`config.mk`:
```
export PLATFORM = sky130hd
export DESIGN_NAME = seven_segment_scan_ctrl
export DESIGN_NICKNAME = d
export VERILOG_FILES = /design/src/rtl/seven_seg_pkg.sv /design/src/rtl/seven_segment_decoder.sv /design/src/rtl/seven_segment_scan_ctrl.sv
export SDC_FILE = /design/constraint.sdc
export NUM_CORES = 1
export LEC_CHECK = 0
export ABC_CLOCK_PERIOD_IN_PS = 2350
export CORE_MARGIN = 1
export CORE_UTILIZATION = 51
export CTS_CLUSTER_SIZE = 25
export DETAILED_ROUTE_END_ITERATION = 10
export MAX_ROUTING_LAYER = met4
export PLACE_DENSITY = 0.82
export SETUP_SLACK_MARGIN = 0.05
export SYNTH_ARGS = -nofsm -noshare
export SYNTH_HDL_FRONTEND = slang
export SYNTH_HIERARCHICAL = 1
export SYNTH_SLANG_ARGS = --single-unit
```
`constraint.sdc`:
```
create_clock -name i_clk -period 2.35 [get_ports i_clk]
set_clock_uncertainty 0.2 [all_clocks]
set_input_delay 0.3525 -clock i_clk [delete_from_list [all_inputs] [get_ports i_clk]]
set_output_delay 0.3525 -clock i_clk [all_outputs]
set_load 0.02 [all_outputs]
```
`src/rtl/seven_seg_pkg.sv`:
```
// Shared types and helpers for the seven-segment scan controller.
package seven_seg_pkg;

    typedef enum logic {
        ST_BLANK = 1'b0,
        ST_DRIVE = 1'b1
    } scan_state_t;

    // Widest display the nibble helper can address.
    localparam int MAX_DIGITS = 16;

    function automatic logic [6:0] seg_off(input bit common_anode);
        return {7{common_anode}};
    endfunction

    function automatic logic [MAX_DIGITS-1:0] digit_off(input bit common_anode);
        return {MAX_DIGITS{common_anode}};
    endfunction

    function automatic logic [3:0] nibble_sel(input logic [4*MAX_DIGITS-1:0] v,
                                              input logic [3:0]              i);
        return v[{i, 2'b00} +: 4];
    endfunction

endpackage

```
`src/rtl/seven_segment_decoder.sv`:
```
// Hex nibble to {g..a} segment pattern, polarity chosen by COMMON_ANODE.
module seven_segment_decoder #(
    parameter bit COMMON_ANODE = 1'b1
) (
    input  logic [3:0] nibble,
    output logic [6:0] segments
);

    logic [6:0] seg_hi;

    always_comb begin
        seg_hi = 7'h00;
        unique case (nibble)
            4'h0: seg_hi = 7'h3F;
            4'h1: seg_hi = 7'h06;
            4'h2: seg_hi = 7'h5B;
            4'h3: seg_hi = 7'h4F;
            4'h4: seg_hi = 7'h66;
            4'h5: seg_hi = 7'h6D;
            4'h6: seg_hi = 7'h7D;
            4'h7: seg_hi = 7'h07;
            4'h8: seg_hi = 7'h7F;
            4'h9: seg_hi = 7'h6F;
            4'hA: seg_hi = 7'h77;
            4'hB: seg_hi = 7'h7C;
            4'hC: seg_hi = 7'h39;
            4'hD: seg_hi = 7'h5E;
            4'hE: seg_hi = 7'h79;
            4'hF: seg_hi = 7'h71;
        endcase
    end

    assign segments = COMMON_ANODE ? ~seg_hi : seg_hi;

endmodule

```
`src/rtl/seven_segment_scan_ctrl.sv`:
```
// Multiplexed display scanner with blank slots and frame-boundary double buffering.
// Optional SEG_LEADING_ZERO_BLANK_EN suppresses leading zero digits (digit 0 always shown).
module seven_segment_scan_ctrl
    import seven_seg_pkg::*;
#(
    parameter int NUM_DIGITS   = 4,
    parameter int REFRESH_DIV  = 50000,
    parameter int BLANK_CYCLES = 500,
    parameter bit COMMON_ANODE = 1'b1
) (
    input  logic                    i_clk,
    input  logic                    i_rst_n,
    input  logic                    i_enable,
    input  logic                    i_load,
    input  logic [4*NUM_DIGITS-1:0] i_value,
    output logic                    o_pending,
    output logic                    o_frame_start,
    output logic [6:0]              o_segments,
    output logic [NUM_DIGITS-1:0]   o_digit_en
);

    localparam int CNT_W = $clog2(REFRESH_DIV);
    localparam int IDX_W = (NUM_DIGITS > 1) ? $clog2(NUM_DIGITS) : 1;
    localparam logic [6:0]            SEG_OFF     = seg_off(COMMON_ANODE);
    localparam logic [MAX_DIGITS-1:0] DIG_OFF_ALL = digit_off(COMMON_ANODE);
    localparam logic [NUM_DIGITS-1:0] DIGIT_OFF   = DIG_OFF_ALL[NUM_DIGITS-1:0];

    scan_state_t              state;
    logic [IDX_W-1:0]         idx;
    logic [CNT_W-1:0]         cnt;
    logic [4*NUM_DIGITS-1:0]  disp_reg;
    logic [4*NUM_DIGITS-1:0]  pend_reg;
    logic [4*MAX_DIGITS-1:0]  disp_ext;
    logic [3:0]               cur_nib;
    logic [6:0]               dec_seg;
    logic [NUM_DIGITS-1:0]    digit_hot;
    logic                     frame_evt;
    logic                     show_digit;

    assign disp_ext  = (4*MAX_DIGITS)'(disp_reg);
    assign cur_nib   = nibble_sel(disp_ext, 4'(idx));
    assign digit_hot = NUM_DIGITS'(1) << idx;
    // The start-of-slot cycle of digit 0 is the only point the shown value may change.
    assign frame_evt = i_enable && (state == ST_BLANK) && (idx == '0) && (cnt == '0);

`ifdef SEG_LEADING_ZERO_BLANK_EN
    always_comb begin
        show_digit = (idx == '0);
        for (int i = 0; i < NUM_DIGITS; i++) begin
            if (i >= int'(idx) && nibble_sel(disp_ext, 4'(i)) != 4'h0)
                show_digit = 1'b1;
        end
    end
`else
    assign show_digit = 1'b1;
`endif

    seven_segment_decoder #(
        .COMMON_ANODE(COMMON_ANODE)
    ) u_dec (
        .nibble  (cur_nib),
        .segments(dec_seg)
    );

    always_ff @(posedge i_clk or negedge i_rst_n) begin
        if (!i_rst_n) begin
            state         <= ST_BLANK;
            idx           <= '0;
            cnt           <= '0;
            disp_reg      <= '0;
            pend_reg      <= '0;
            o_pending     <= 1'b0;
            o_frame_start <= 1'b0;
            o_segments    <= SEG_OFF;
            o_digit_en    <= DIGIT_OFF;
        end else begin
            o_frame_start <= frame_evt;
            if (frame_evt && o_pending)
                disp_reg <= pend_reg;
            // A load on the commit cycle wins the pending flag; the old buffer still commits.
            if (i_load) begin
                pend_reg  <= i_value;
                o_pending <= 1'b1;
            end else if (frame_evt) begin
                o_pending <= 1'b0;
            end

            if (state == ST_DRIVE && show_digit) begin
                o_segments <= dec_seg;
                o_digit_en <= DIGIT_OFF ^ digit_hot;
            end else begin
                o_segments <= SEG_OFF;
                o_digit_en <= DIGIT_OFF;
            end

            if (!i_enable) begin
                state <= ST_BLANK;
                idx   <= '0;
                cnt   <= '0;
            end else begin
                unique case (state)
                    ST_BLANK: begin
                        cnt <= cnt + 1'b1;
                        if (cnt == CNT_W'(BLANK_CYCLES - 1))
                            state <= ST_DRIVE;
                    end
                    ST_DRIVE: begin
                        if (cnt == CNT_W'(REFRESH_DIV - 1)) begin
                            cnt   <= '0;
                            state <= ST_BLANK;
                            idx   <= (idx == IDX_W'(NUM_DIGITS - 1)) ? '0 : idx + 1'b1;
                        end else begin
                            cnt <= cnt + 1'b1;
                        end
                    end
                endcase
            end
        end
    end

endmodule

```
Yosys cells after proc, flatten, opt, wreduce, memory -nomap -nowiden
Memories as Yosys holds them, arrays and structs flattened.
Cells that the tools add are included.
{"block": "word_totals", "reg_bits": 64, "mem_bits_ro": 112, "input_bits": 20, "out_inout_bits": 13, "n_memories": 1}
{"memory": "(name not given)", "depth": 16, "width": 7, "rd": 1, "rd_clocked_by_memory_dff": 0, "write_ports": 0, "line_no": "seven_segment_decoder.sv:13", "rtl": "unique case (nibble)"}
{"block": "classes", "add_sub_neg": 2, "n_eq_ne": 5, "shift": 2, "muxes": 15, "n_bitwise": 3, "n_reduce_logical": 8}
{"op": "$shiftx 64x5->4", "n": 1}
{"op": "$mux 16", "n": 2}
{"op": "$pmux 16 s2", "n": 1}
{"op": "$add 16x1->16 const B", "n": 1}
{"op": "$eq 16x16->1 const B", "n": 1}
{"op": "$eq 16x9->1 const B", "n": 1}
{"op": "$logic_not 16->1", "n": 1}
{"op": "$mux 2", "n": 4}
{"op": "$mux 7", "n": 1}
{"op": "$not 7->7", "n": 1}
{"op": "$mux 1", "n": 5}
{"op": "$logic_and 1x1->1", "n": 4}
{"op": "$mux 4", "n": 1}
{"op": "$ne 2x1->1 const B", "n": 2}
{"op": "$not 4->4", "n": 1}
{"op": "$shl 1x2->4 const A", "n": 1}
{"op": "$add 2x1->2 const B", "n": 1}
{"op": "$eq 2x2->1 const B", "n": 1}
{"op": "$logic_not 2->1", "n": 1}
{"op": "$pmux 1 s2", "n": 1}
{"op": "$reduce_and 2->1", "n": 1}
{"op": "$reduce_bool 2->1", "n": 1}
{"op": "$not 1->1", "n": 1}

Longest topological paths before layout
Gate-level depths: netlist (run 1).
{"block": "depth", "depth_word": 6, "depth_mapped": 9, "ltp_nobuf": 7}

By module
The synthesis (run 1) kept the hierarchy.
{"mod": "seven_segment_scan_ctrl", "instances": 1, "cells_per_inst": 213, "area_per_inst_um2": 2792.7, "seq_area_each_um2": 1615.3}
{"mod": "seven_segment_decoder", "instances": 1, "cells_per_inst": 31, "area_per_inst_um2": 252.7, "seq_area_each_um2": 0.0}

Worst setup path after synthesis (run 1)
Ideal clock, no wire load.
{"block": "synth_path", "path_type": "reg2reg", "startpoint": "register idx[0]", "endpoint": "register disp_reg[10]", "setup_time_ps": 125, "arrival_ps": 2257, "t_required_ps": 2025, "slack_ps": -232, "stages_incl_launch_ff": 10, "path_buffers": 3, "path_cell_list": "dfrtp_1 clkbuf_1 inv_1 ha_1 or4bb_1 nor3b_1 and4_1 buf_6 buf_12 mux2_4"}
{"block": "synth_via", "elab_chain_len": 4}
{"element": "start, declared", "line_no": "seven_segment_scan_ctrl.sv:29", "rtl": "logic [IDX_W-1:0] idx;"}
{"element": "start signal, assigned", "line_no": "seven_segment_scan_ctrl.sv:111", "rtl": "idx <= (idx == IDX_W'(NUM_DIGITS - 1)) ? '0 : idx + 1'b1;"}
{"element": "$logic_not 2->1", "line_no": "seven_segment_scan_ctrl.sv:44", "rtl": "assign frame_evt = i_enable && (state == ST_BLANK) && (idx == '0) && (cnt == '0);"}
{"element": "$logic_and 1x1->1 (2 in a row)", "line_no": "seven_segment_scan_ctrl.sv:44"}
{"element": "$logic_and 1x1->1", "line_no": "seven_segment_scan_ctrl.sv:78", "rtl": "if (frame_evt && o_pending)"}
{"element": "end signal, assigned", "line_no": "seven_segment_scan_ctrl.sv:79", "rtl": "disp_reg <= pend_reg;"}
{"element": "end, declared", "line_no": "seven_segment_scan_ctrl.sv:31", "rtl": "logic [4*NUM_DIGITS-1:0] disp_reg;"}
Every way passes these cells.
A chain may end at the register's enable or synchronous reset.

Final worst setup path (run 1)
{"block": "layout_path", "startpoint": "register idx[0]", "endpoint": "register o_segments[3]"}
{"block": "layout_via", "elab_chain_len": 4}
{"element": "$shiftx 64x5->4", "line_no": "seven_seg_pkg.sv:22", "rtl": "return v[{i, 2'b00} +: 4];"}
{"element": "via cur_nib[1]", "line_no": "seven_segment_scan_ctrl.sv:34", "rtl": "logic [3:0] cur_nib;"}
{"element": "$mem_v2 16x7"}
{"element": "$not 7->7", "line_no": "seven_segment_decoder.sv:33", "rtl": "assign segments = COMMON_ANODE ? ~seg_hi : seg_hi;"}
{"element": "via dec_seg[3]", "line_no": "seven_segment_scan_ctrl.sv:35", "rtl": "logic [6:0] dec_seg;"}
{"element": "$mux 7", "line_no": "seven_segment_scan_ctrl.sv:88", "rtl": "if (state == ST_DRIVE && show_digit) begin"}
{"element": "end signal, assigned", "line_no": "seven_segment_scan_ctrl.sv:89", "rtl": "o_segments <= dec_seg;"}
{"element": "end, declared", "line_no": "seven_segment_scan_ctrl.sv:18", "rtl": "output logic [6:0] o_segments,"}
The timed path passes the listed nets, and every way through them passes these cells.

==> out/summary.md, run 1 <==
The average cell area after synthesis works out to 12.48 µm². The number of antenna violations at the first check in global routing was 0. The netlist uses 41 different library cells. Cells with a size suffix above 1 make up 35.67% of the layout.

For the setup violation total in the final timing report, the log shows 0. The pin slew with the least headroom to its limit is 0.3852 ns. The routed design could run at a clock period as short as 2.343 ns. The count of buffers added on input and output ports is 32. Worst flop-to-flop path startpoint: idx[0]$_DFFE_PN0P_.

The repair_antennas step left the layout with diodes totalling 0. Along the worst path, the maximum fanout reaches 4. Data arrives at the worst endpoint at 2.42 ns. The total die area is 0.006285 mm², and the die height is 79.28 µm. TritonCTS built the clock tree.

The tightest min-delay check is of the flip-flop to flip-flop type. Compared with the post-synthesis result, the final layout area differs by 29.33%. The routed design has 6.065 mm of wire. The source of the worst hold timing path is pend_reg[5]$_DFFE_PN0P_.

The maximum number of buffers from clock root to sink was 2; the global route total overflow was 0. Sequential elements use 53.04% of the synthesized area. Max-cap violations in this run came to 0. The cell depth of the worst min-delay path was 1; the worst-case setup margin in the final layout was 0.006711 ns. The initial utilization of the core area, before any placement, comes to 53.98%.

The net count of the finished layout is 341. The logic depth of the worst register-to-register path was 6. Leakage power: 0.001704 µW.

The wire-length estimate of the detail-placed layout is 3.941 mm. The run finished with clean final reports. The iteration-0 DRC count of the detailed router came out at 101.

The final design utilization is 69.82%. The average wire per cell in the routed design is 15.71 µm. The number of detailed-routing iterations run before antenna repair is 5. The clock insertion delay at the later pin of the skew report was 0.35 ns.

The startpoint type of the worst setup path was a flip-flop. The tools report the root buffer selected by CTS as clkbuf_8. The number of clock buffers inserted by TritonCTS is 9, and the floorplan row count is 27.

For this run, the total global-route usage over all layers was measured as 23.12%. The Yosys step of the flow raised 6 warnings. STA classifies the critical path endpoint as a flip-flop.

The clock drives 64 sinks. Setup repair after global routing could not meet its margin everywhere. The endpoint identified for the worst register-to-register timing path is o_segments[3]$_DFF_PN1_. The worst register-to-register path has a setup slack of 0.007 ns. The overall via count from detail_route came out at 2,049. The path with the worst hold slack has its endpoint at disp_reg[5]$_DFFE_PN0P_. The die span in x is 79.28 µm.

Yosys mapped a number of flops with a built-in enable equal to 0. Derived from the worst setup path, the maximum achievable clock frequency is 0.4268 GHz. Dividing the final minimum period by the clock period gives 99.71%.

In the routed design, unresolved DRC markers number 0. The most used flip-flop cell after synthesis is dfrtp_1. The worst setup path is of the flip-flop to flip-flop kind. In the routed layout, each cell is associated on average with a via count of 5.308.

The run gives 65 as the pin count of the biggest net entering global routing. The required time of the critical path is 2.43 ns, and the number of top-level design ports is 33. For the final hold violation count, the log shows 0. Post-placement setup slack: -0.3296 ns.

The first global-routing pass estimated 10.22 mm of wire. The clock transition time at the flip-flop clock pins of the worst setup and hold paths is 0.07 ns. Summing every instance area after synthesis gives 0.003045 mm².

Once detail routing completed, the nets flagged for antenna violations numbered 0. The post-synthesis async set-or-reset flop share is 100.0%, and the weighted congestion at the end of routability-driven global placement is 0.8020. The run gives 0 as the max-slew violation count.

The logs give 2,075 for the via count of the first global-routing pass and 0.005642 mm² for the floorplan core area. The tools report the headroom to the max-slew limit as 74.24%. The maximum ir drop on the vdd rail was 0.4075 mV; the number of synthesized register bits was 64.

Counting every net in the synthesized netlist gives 276. The instance count of the mapped netlist came out at 244. The power density of the placed cells came out at 772.8 mW/mm².

The H-tree level count is 3.
## worst max-delay path by stage
stage | startpoint | to
after global placement | i_enable | disp_reg[5]$_DFFE_PN0P_
final | idx[0]$_DFFE_PN0P_ | o_segments[3]$_DFF_PN1_
after global routing | idx[0]$_DFFE_PN0P_ | disp_reg[14]$_DFFE_PN0P_
after CTS | idx[0]$_DFFE_PN0P_ | disp_reg[3]$_DFFE_PN0P_
after detailed placement | i_enable | disp_reg[2]$_DFFE_PN0P_
after floorplan | idx[0]$_DFFE_PN0P_ | disp_reg[10]$_DFFE_PN0P_
## synthesized netlist by cell type, types with 2 or more instances
master	count	area, µm²
xnor2_1	13	113.9
a22o_1	2	17.52
nor4_1	4	25.02
dfrtp_1	53	1326
buf_6	2	22.52
dfstp_2	11	289.0
or4_1	4	30.03
mux2i_1	2	20.02
nor3_1	5	25.02
clkbuf_1	4	15.01
nor2_1	26	97.59
mux4_2	4	90.09
mux2_4	10	150.1
a21oi_1	3	15.01
inv_1	13	48.80
ha_1	12	150.1
nor2b_1	2	12.51
o21ai_0	2	10.01
mux2_2	22	247.7
nand3_1	6	30.03
nand2b_1	8	50.05
nand2_1	11	41.29
buf_2	4	20.02
nand4_1	4	25.02
## repair_timing
item | 4_1_cts | 5_1_grt
setup buffers | 2 | 2
hold buffers | 1 | 0
cloned | 1 | 0
pin swaps | 2 | 0
resized for setup | 11 | 9
hold endpoints to repair | 53 | 0
setup endpoints to repair | 19 | 19
## through the flow
stage / TNS (ns) / total power [µW] / hold slack (ns) / cells / cell area [µm²]
2_1_floorplan: -0.3193 / 1782 / -0.1431 / 244 / 3075
3_3_place_gp: -4.300 / 1948 / 0.1870 / 364 / 3621
3_5_place_dp: -4.863 / 1985 / 0.1894 / 364 / 3621
4_1_cts: 0 / 3011 / 0.3114 / 384 / 3906
5_1_grt: -1.091 / 3184 / 0.3178 / 386 / 3939
6_report: 0 / 3044 / 0.3077 / 386 / 3939
## worst max-delay path, stage by stage (launching register included)
cell and delay, ns:
dfrtp_2 0.42, buf_4 0.13, mux4_2 0.53, buf_4 0.18
ha_2 0.19, mux4_2 0.47, nand2b_1 0.17
## cell usage in the layout, fill, tap and decap left out, drive strengths merged, types with 5 or more instances in the layout
cell            n
nand3           6
ha             12
nor2           27
dfrtp          53
nor3            6
xnor2          13
mux4            5
clkbuf         10
buf            33
mux2           32
dfstp          11
clkdlybuf4s50  31
inv            13
nand2b          8
nand2          11
## cell type report
cell class | count | area, µm²
flip-flops and latches | 64 | 1617
repair buffers | 65 | 610.6
well taps | 72 | 90.09
clock inverters | 6 | 68.82
fillers | 366 | 1703
clock buffers | 10 | 137.6
multi-input cells | 156 | 1361
inverters | 13 | 53.80
## power breakdown
part | switching [µW] | internal (µW)
registers | 95.4 | 1230
clock network | 441 | 521
logic | 296 | 457
total | 833 | 2210
## per-layer routing
metal	share of wire, %	GRT usage, %	vias to the layer above	wire length, µm
met5	0	-	-	0
met3	3.0	4.598	12	184
li1	-	-	968	-
met4	2.5	12.73	0	149
met1	46	28.80	1025	2771
met2	49	35.52	44	2959
## kinds of logic after synthesis
| family | after synthesis | synth area share, % |
|---|---|---|
| AND/OR/NAND/NOR | 78 | 13.39 |
| flip-flops | 64 | 53.04 |
| AO/OA/AOI/OAI | 13 | 2.917 |
| multiplexers | 39 | 17.54 |
| XOR/XNOR | 14 | 4.026 |
| buffers and inverters | 24 | 4.150 |
| adder cells (fa/ha/maj) | 12 | 4.930 |
No activity file was read; power rests on OpenSTA's default activity.
==> inputs of run 2 (changes only) <==
--- a/config.mk
+++ b/config.mk
@@ -9,3 +9,4 @@
 export CORE_MARGIN = 1
-export CORE_UTILIZATION = 51
+export CORE_UTILIZATION = 45
+export CTS_BUF_LIST = sky130_fd_sc_hd__clkbuf_16
 export CTS_CLUSTER_SIZE = 25
@@ -13,3 +14,3 @@
 export MAX_ROUTING_LAYER = met4
-export PLACE_DENSITY = 0.82
+export PLACE_DENSITY = 0.74
 export SETUP_SLACK_MARGIN = 0.05
==> constraint.sdc (replaced) <==
create_clock -name i_clk -period 2.35 [get_ports i_clk]
set_clock_uncertainty 0.2 [all_clocks]
set_input_delay 0.235 -clock i_clk [delete_from_list [all_inputs] [get_ports i_clk]]
set_output_delay 0.235 -clock i_clk [all_outputs]
set_load 0.02 [all_outputs]
==> run 2 against run 1 <==
Setup slack gained 0.014 ns. Maximum frequency increased by 0.62%. The run now ends with DRC left. Sequential power barely moved. Largest cell class unchanged. Count of clock-buffer cells in the layout is 1 lower.
==> out/summary.md, run 2 (synthesized netlist as in run 1, its figures left out) <==
For the max-slew violation count, the log shows 0 (unchanged). The pin count of the biggest net entering global routing is 43 (-34%). The fmax came out at 0.4294 GHz (+0.62%). For the maximum ir drop on the vdd rail, the log shows 0.4336 mV (+6.4%). STA classifies the critical path endpoint as a flip-flop.

The tools report the number of antenna violations at the first check in global routing as 0 (unchanged). The fraction of layout cells with a size suffix above 1 is 37.66% (+2.0 points), and the net count reported at finish is 343 (+0.59%). In the layout the commonest cells are dfrtp_1, clkdlybuf4s50_1, buf_4. STA classifies the critical path startpoint as a flip-flop. The average wire per cell in the routed design is 15.85 µm (+0.87%). The weighted congestion at the end of routability-driven global placement is 0.8463 (+5.5%), and the final hold violation count is 0 (unchanged). The number of violations of the max-capacitance limit is 0 (unchanged), and the wire length after detailed routing is 6.229 mm (+2.7%). The maximum single-stage delay on the critical path was 0.45 ns (-0.08 ns). Grouping stages by cell kind, the critical path spends the most delay in simple AND/OR/NAND/NOR gates. The number of non-filler instances in the completed layout is 393 (+1.8%), and the total of buffers placed on input and output ports is 32 (unchanged). TritonCTS built the clock tree. The area taken by multi-input logic gates was 0.001395 mm² (+2.5%).

The tools report the residual antenna-violating net count after detailed routing as 0 (unchanged). The most frequent standard cell in the layout excluding fill and tap cells was dfrtp_1. The detailed placement HPWL was 3.969 mm (+0.72%); the overall routing resource usage was 20.42% (-2.7 points). The tools report the number of clock buffers inserted by TritonCTS as 9 (unchanged). Number of top-level design ports: 33 (unchanged).

The number of buffer and inverter stages on the critical path works out to 2 (unchanged). The tools report the total negative slack for setup checks as 0 ns (unchanged). The logs give 10.75 mm (+5.2%) for the wire length of the first global-routing pass and 2,211 (+6.6%) for the via count of the first global-routing pass. Highest-delay cell along the critical path: dfrtp_2. The run gives 0 (unchanged) as the setup violation total in the final timing report. The endpoint identified for the worst register-to-register timing path is disp_reg[4]$_DFFE_PN0P_. The number of detailed-routing iterations run before antenna repair was 7 (+2). The path class of the lowest-slack min-delay path was input pin to asynchronous set/reset pin. The signal on the critical path passes through inv_4 > ha_4 > or4bb_1 > nor3b_2 > and4_4 > buf_12 > mux2_4. The flow ran to the end, but the final reports show violations. The global route total overflow was 0 (unchanged); the power density of the placed cells was 829.9 mW/mm² (+7.4%).

The floorplan core area is 0.006459 mm² (+14%), and the overall via count from detail_route is 2,036 (-0.63%). Die span in x: 84.27 µm (+6.3%). Setup repair after global routing could not meet its margin everywhere. The tools report the maximum number of buffers from clock root to sink as 2 (unchanged). The run gives 29 (+7.4%) as the floorplan row count. For the number of clock sinks, the log shows 64 (unchanged).

The checks that failed: DRC. The logic depth of the worst register-to-register path was 7 (+1). The pin slew with the least headroom to its limit is 0.5265 ns (+0.1413 ns), and the average vias per placed instance is 5.181 (-2.4%). The arrival time reported for the critical path endpoint was 2.33 ns (-0.09 ns); the maximum fanout count along the critical path was 8 (+4). Category of the critical setup timing path: flip-flop to flip-flop. The total die area is 0.007101 mm² (+13%). The die height came out at 84.27 µm (+6.3%). The iteration-0 DRC count of the detailed router is 121 (+20%). The number of remaining DRC errors is 8 (+8), and the required time of the critical path is 2.36 ns (-0.07 ns). The post-placement cell count was 371 (+1.9%); the final critical path time including I/O delays and setup was 2.329 ns (-0.01447 ns). The post-synthesis to final-layout area growth is 34.26%, and the H-tree level count is 3 (unchanged). The worst register-to-register path begins at idx[0]$_DFFE_PN0P_. The area used by sequential logic in the layout is 0.001618 mm² (about the same), and the leakage power is 0.001753 µW (+2.9%).

The initial standard-cell utilization of the core came out at 47.15% (-6.8 points). The register-to-register path setup slack is 0.02 ns (about the same), and the clock transition time at the flip-flop clock pins of the worst setup and hold paths is 0.06 ns (about the same). For the final antenna diode count, the log shows 0 (unchanged).

Root buffer selected by CTS: clkbuf_16. The post-route fraction of the period consumed by the critical path was 99.10% (-0.62 points); the headroom to the max-slew limit was 64.90% (-9.3 points). The fill cell instance count of the final layout is 481 (+31%), and the clock insertion delay at the later pin of the skew report is 0.32 ns (-0.03 ns).
[run 2: changes by cell type in the layout (fill, tap and decap cells not counted), sizes merged]
cell,delta
clkbuf,-1
inv,+2
buf,+2
bufinv,-1
[run 2: per-stage QoR]
step / hold WS [ns] / cell area, µm² / total power, µW / setup slack (ns) / utilization (%)
floorplan: -0.2606 / 3075 / 1782 / -0.03193 / -
global placement: 0.03680 / 3655 / 1971 / -0.2192 / 56.59
detailed placement: 0.04958 / 3655 / 2013 / -0.2413 / 56.59
CTS: 0.2337 / 4018 / 3309 / 0.02273 / 62.20
global route: 0.2944 / 4089 / 3547 / -0.05404 / 63.31
finish: 0.2217 / 4089 / 3393 / 0.02118 / 63.31
[run 2: cell type report]
type,count,share of cell area (%)
Clock buffer,9,5.508
Clock inverter,7,1.377
Inverter,13,1.377
Multi-Input combinational cell,156,34.12
Sequential cell,64,39.57
Tap cell,77,2.356
Timing Repair Buffer,67,15.70
[run 2: power breakdown]
part | internal (µW) | switching (µW) | total, µW
clock network | 723 | 507 | 1230
logic | 507 | 328 | 836
registers | 1240 | 91.8 | 1330
total | 2470 | 927 | 3390
[run 2: per-layer routing]
metal	track usage [%]	vias to the layer above	part of all wire, %
li1	-	982	-
met5	-	-	0
met2	32.56	59	50
met4	9.248	0	1.6
met3	3.736	9	4.5
met1	25.45	986	44
[run 2: timing repair]
| action | in CTS | in global routing |
|---|---|---|
| pin swaps | 2 | 2 |
| setup buffers | 2 | 2 |
| hold buffers | 1 | 0 |
| endpoints found under the setup margin | 20 | 20 |
| resized for setup | 13 | 15 |
| cloned | 1 | 0 |
| endpoints found under the hold margin | 22 | 0 |
[run 2: worst max path at each step]
stage               cells past startpoint                  endpoint                from
CTS                                     7   disp_reg[4]$_DFFE_PN0P_  idx[0]$_DFFE_PN0P_
global placement                        6   disp_reg[5]$_DFFE_PN0P_            i_enable
global route                            7   disp_reg[4]$_DFFE_PN0P_  idx[0]$_DFFE_PN0P_
floorplan                               9  disp_reg[10]$_DFFE_PN0P_  idx[0]$_DFFE_PN0P_
finish                                  7   disp_reg[4]$_DFFE_PN0P_  idx[0]$_DFFE_PN0P_
detailed placement                      6   disp_reg[4]$_DFFE_PN0P_            i_enable
==> variant 1: new RTL, settings of run 2 <==
Set the parameter `NUM_DIGITS` to 2 (it was 4).
--- a/src/rtl/seven_segment_scan_ctrl.sv
+++ b/src/rtl/seven_segment_scan_ctrl.sv
@@ -4,5 +4,5 @@
     import seven_seg_pkg::*;
 #(
-    parameter int NUM_DIGITS   = 4,
+    parameter int NUM_DIGITS   = 2,
     parameter int REFRESH_DIV  = 50000,
     parameter int BLANK_CYCLES = 500,
Ports: changed (resized i_value and o_digit_en); port bits go from 33 to 23. The function was not compared with the original's and may differ.
==> variant 1 against run 2 <==
Clock power fell by 36%. Total power fell by 38%. Wire length fell by 39%. Critical path depth fell by 3. Combinational power fell by 47%. Sequential share of layout area rose by 2.5 points. Die area fell by 27%. Final area fell by 34%. Synthesized cell count fell by 20%. Fmax rose by 6.5%. Worst setup slack improved by 140 ps. Sequential cell count fell by 19. Area after synthesis fell by 28%. Largest cell class unchanged.
==> variant 1: results (changes against run 2) <==
* Post-synthesis cell count at 194 (-20%)
* Antenna violations before repair at 0 (unchanged)
* Vias in the first global route at 1381 (-38%)
* Hold buffer count at cts at 1 (unchanged)
* First-pass GRT wire length at 6510 µm (-39%)
* Synth top area share at 40.8% (-2.7 points)
* Post-synth ARST share at 100% (unchanged)
* Root Buffer: clkbuf_16
* DP HPWL at 2720 µm (-31%)
* Area of placed instances at 2510 µm² (-31%)
* Seq. pwr at 0.881 mW (-34%)
* Vias per inst at 5.06 (-2.4%)
* CTS max path bufs at 2 (unchanged)
* Layout cells sized above 1 at 23.2% (-14 points)
* Buffers added on ports at 22 (-31%)
* Setup repair bufs after CTS at 1 (-1)
* Max reg flops at 16
* Status: completed
* Worst-Margin Slew at 567 ps (+40.5 ps)
* R2R Path Start: cnt[13]
* # placed instances at 281 (-24%)
* Top_reg_cell synth: dfrtp_1
* Sw Ratio at 25.3% (-2.1 points)
* Diodes inserted at 0 (unchanged)
* Global router's overall resource usage at 17.3% (-3.1 points)
* Placer Congestion at 0.885 (+4.6%)
* Seq/Total Area, Yosys at 51.5% (-1.5 points)
* Reg2reg setup slack at 160 ps (+140 ps)
* Share of total power in the clock network at 37.4% (+1.1 points)
* Worst vdd rail ir drop at 0.351 mV (-19%)
* Pre-CTS WS at 1.81 ps (+243 ps)
* Crit-path max FO at 3 (-5)
* Mapped Nets at 214 (-22%)
* Net load switching power at 0.536 mW (-42%)
* Wire per inst at 13.0 µm (-18%)
* H-tree levels at 2 (-1)
* DR pass1 iterations at 6 (-1)
* Area contributors post-synth: dfrtp_1 (41%), dfstp_2 (11%), mux2_2 (10%), ha_1 (4.5%), xnor2_1 (4.0%)
* Largest net degree at the start of global routing at 26 (-40%)
* Unique cell type count in the Yosys netlist at 41 (unchanged)
* Worst r2r path cells at 4 (-3)
* Iteration-0 DRC Markers at 128 (+5.8%)
* # resized after CTS at 0 (-13)
* Clk_lat worst skew at 290 ps (-30 ps)
* Worst Hold Class: in2async
* Vias at 1472 (-28%)
* Hold slack at 277 ps (+55.2 ps)
* TritonCTS buffer count at 5 (-4)
* WP data arrival at 2200 ps (-130 ps)
* P_leak at 1.13 nW (-35%)
* Ys Warns at 6 (unchanged)
* Fin nets at 243 (-29%)
* Top post-synthesis cells by count: dfrtp_1 (36), nor2_1 (21), mux2_2 (20)
* Reg-to-Reg End: idx
* Worst-path clk slew at 60 ps (about the same)
-- variant 1: changes by cell type after synthesis, sizes merged, moves of 3 or more --
| cell | change |
|---|---|
| buf | -4 |
| dfrtp | -17 |
| ha | -4 |
| inv | -3 |
| mux2 | -12 |
| mux4 | -4 |
| nand2 | -4 |
| nor2 | -5 |
| xnor2 | -3 |
| xor2 | +3 |
-- variant 1: critical path, cell delays in order, from the launching register on --
cell and delay, ps:
dfrtp_1 400, or4_4 550, or4_4 460, or3_1 360, a21boi_1 140
-- variant 1: cell families after synthesis --
family,share of synthesized area (%)
DFF,51.5
buffers and inverters,3.85
adders and majority gates,4.54
AOI/OAI and AO/OA,4.03
xor gates and xnor gates,5.56
and+or+nand+nor,18.2
muxes,12.3
-- variant 1: cell type report --
class | instances | area, µm²
Clock buffer | 5 | 125
Clock inverter | 3 | 46.3
Fill cell | 392 | 2020
Inverter | 10 | 37.5
Multi-Input combinational cell | 130 | 991
Sequential cell | 45 | 1140
Tap cell | 67 | 83.8
Timing Repair Buffer | 31 | 285
-- variant 1: metal layers --
layer,routed length (µm),global-route usage (%),vias to the layer above,part of all wire (%)
li1,-,-,724,-
met5,0,-,-,0
met3,147,5.00,6,3.9
met1,1870,22.6,701,49
met4,70,7.19,0,1.8
met2,1700,25.4,41,45
-- variant 1: worst max path at each step --
| stage | depth (start not counted) | start | slack [ps] | end |
|---|---|---|---|---|
| 6_report | 4 | cnt[13] | 160 | idx |
| 5_1_grt | 4 | cnt[12] | 80 | idx |
| 4_1_cts | 5 | cnt[13] | 140 | disp_reg[0] |
| 3_5_place_dp | 4 | cnt[13] | 2 | disp_reg[0] |
| 3_3_place_gp | 4 | cnt[13] | 140 | disp_reg[4] |
| 2_1_floorplan | 5 | cnt[13] | 230 | cnt[13] |
==> variant 2: new RTL, settings of run 2 <==
Without the edit above. The output `o_frame_start` loses its register stage (`o_frame_start` becomes a continuous assignment).
--- a/src/rtl/seven_segment_scan_ctrl.sv
+++ b/src/rtl/seven_segment_scan_ctrl.sv
@@ -71,9 +71,7 @@
             pend_reg      <= '0;
             o_pending     <= 1'b0;
-            o_frame_start <= 1'b0;
             o_segments    <= SEG_OFF;
             o_digit_en    <= DIGIT_OFF;
         end else begin
-            o_frame_start <= frame_evt;
             if (frame_evt && o_pending)
                 disp_reg <= pend_reg;
@@ -119,4 +117,6 @@
     end
 
+    assign o_frame_start = frame_evt;
+
 endmodule
 
Function: changed (Yosys sat finds a counterexample within 4 cycles, from zero or initial values and one cycle with i_rst_n low).
==> variant 2 against run 2 <==
The run ends with DRC, setup timing left. Worst setup slack got worse by 120 ps. Wire length down 1.5%. Sequential cell count down 1. Register-to-register slack worse by 110 ps. Synthesized cell count is 0.41% lower. Global-route usage decreased by 2.1 points. Area after synthesis shrank 0.82%. Total power rose by 3.4%. Final area up 1.1%. Largest power group is now clock. Largest cell class unchanged. Critical path depth shrank 1. Sequential share of layout area shrank 1.1 points.
==> variant 2: results (changes against run 2) <==
* Status: complete, but fails checks
* Violated checks: DRC, setup timing
* Xor and xnor area share after synthesis at 4.06% (+0.033 points)
* Fin nets at 347 (+1.2%)
* Antenna violations before repair at 0 (unchanged)
* Top_reg_cell synth: dfrtp_1
* TritonCTS buffer count at 9 (unchanged)
* Mapped Nets at 275 (-0.36%)
* CTS max path bufs at 2 (unchanged)
* First-pass GRT wire length at 9690 µm (-9.9%)
* Ys Warns at 6 (unchanged)
* Vias at 2094 (+2.8%)
* DR pass1 iterations at 9 (+2)
* H-tree levels at 3 (unchanged)
* Placer Congestion at 0.865 (+2.2%)
* Seq/Total Area, Yosys at 52.7% (-0.39 points)
* Worst-path clk slew at 60 ps (about the same)
* Area of the multi-input gates at 1410 µm² (+0.72%)
* Cell family with most CP delay: simple AND/OR/NAND/NOR gates
* DP HPWL at 3740 µm (-5.8%)
* Top post-synthesis cells by count: dfrtp_1 (52), nor2_1 (26), mux2_2 (22)
* Area of placed instances at 3620 µm² (-1.0%)
* Clk_lat worst skew at 320 ps (about the same)
* Worst vdd rail ir drop at 0.493 mV (+14%)
* Buffers added on ports at 32 (unchanged)
* Remaining DRCs at 6 (-2)
* Layout cells sized above 1 at 37.5% (-0.16 points)
* PnR worst setup slack at -95.6 ps (-117 ps)
* Synth Area in Compound Gates at 2.94% (+0.024 points)
* Area contributors post-synth: dfrtp_1 (43%), dfstp_2 (9.6%), mux2_2 (8.2%), ha_1 (5.0%), mux2_4 (5.0%)
* Iteration-0 DRC Markers at 156 (+29%)
* Root Buffer: clkbuf_16
* Setup TNS at -1170 ps (-1170 ps)
* Max incr delay on CP at 480 ps (+30 ps)
* Largest net degree at the start of global routing at 47 (+9.3%)
* Final Instance Count excl. Fillers at 397 (+1.0%)
* Filler cells at 466 (-3.1%)
* Crit-path max FO at 2 (-6)
* P_leak at 1.78 nW (+1.7%)
* CP max stage cell: or4bb_4
* Worst Hold Class: in2async
* Worst-Margin Slew at 426 ps (-100 ps)
* Finish-stage setup viols at 18 (+18)
* Diodes inserted at 0 (unchanged)
* Mux contribution to synthesized area at 17.7% (+0.15 points)
* Syn_area_per_cell at 12.4 µm² (-0.41%)
* Post-Route WL at 6140 µm (-1.5%)
* # placed instances at 370 (-0.27%)
* WP data arrival at 2010 ps (-320 ps)
* Unique cell type count in the Yosys netlist at 41 (unchanged)
* Pre-CTS WS at -350 ps (-109 ps)
* Post-synthesis adder-cell area fraction at 4.97% (+0.041 points)
* Post-synth ARST share at 100% (unchanged)
* Global router's overall resource usage at 18.4% (-2.1 points)
variant 2: what timing repair did:
item / in CTS / in global routing
cloned: 0 / 1
hold buffers: 1 / 0
pin swaps: 2 / 3
endpoints found under the hold margin: 17 / 0
resized for setup: 15 / 18
setup endpoints to repair: 21 / 20
buffers inserted: 5 / 4
variant 2: path summary, 6_finish.rpt:
path,to,from,depth (start not counted),slack (ps)
min,cnt[9],i_rst_n,2,190
max in group asynchronous,cnt[8],i_rst_n,3,1190
min reg2reg,disp_reg[9],disp_reg[9],1,310
max,o_frame_start,idx[0],6,-100
min in group i_clk,disp_reg[9],disp_reg[9],1,310
max reg2reg,disp_reg[13],idx[0],7,-90
variant 2: layer usage:
metal  part of all wire (%)  track usage [%]
met5                      0                -
met4                    2.0             8.78
met3                    4.1             4.45
met2                     49             27.3
met1                     45             23.7
variant 2: where the power goes:
group	leakage, nW	switching [mW]	total (mW)	internal, mW
Clock	0.152	0.469	1.39	0.920
Combinational	0.866	0.324	0.822	0.498
Sequential	0.764	0.0818	1.30	1.22
variant 2: logic make-up after synthesis:
logic type / count (synthesis)
AOI/OAI and AO/OA: 13
adders and majority gates: 12
and+or+nand+nor: 78
DFF: 63
buffers and inverters: 24
xor gates and xnor gates: 14
muxes: 39
variant 2: cell type report:
type / count / share of cell area [%]
clock buffers: 9 / 5.45
flip-flops and latches: 63 / 38.5
multi-input cells: 156 / 34.0
repair buffers: 72 / 16.2
well taps: 77 / 2.33
inverters: 13 / 1.42
clock inverters: 7 / 2.12
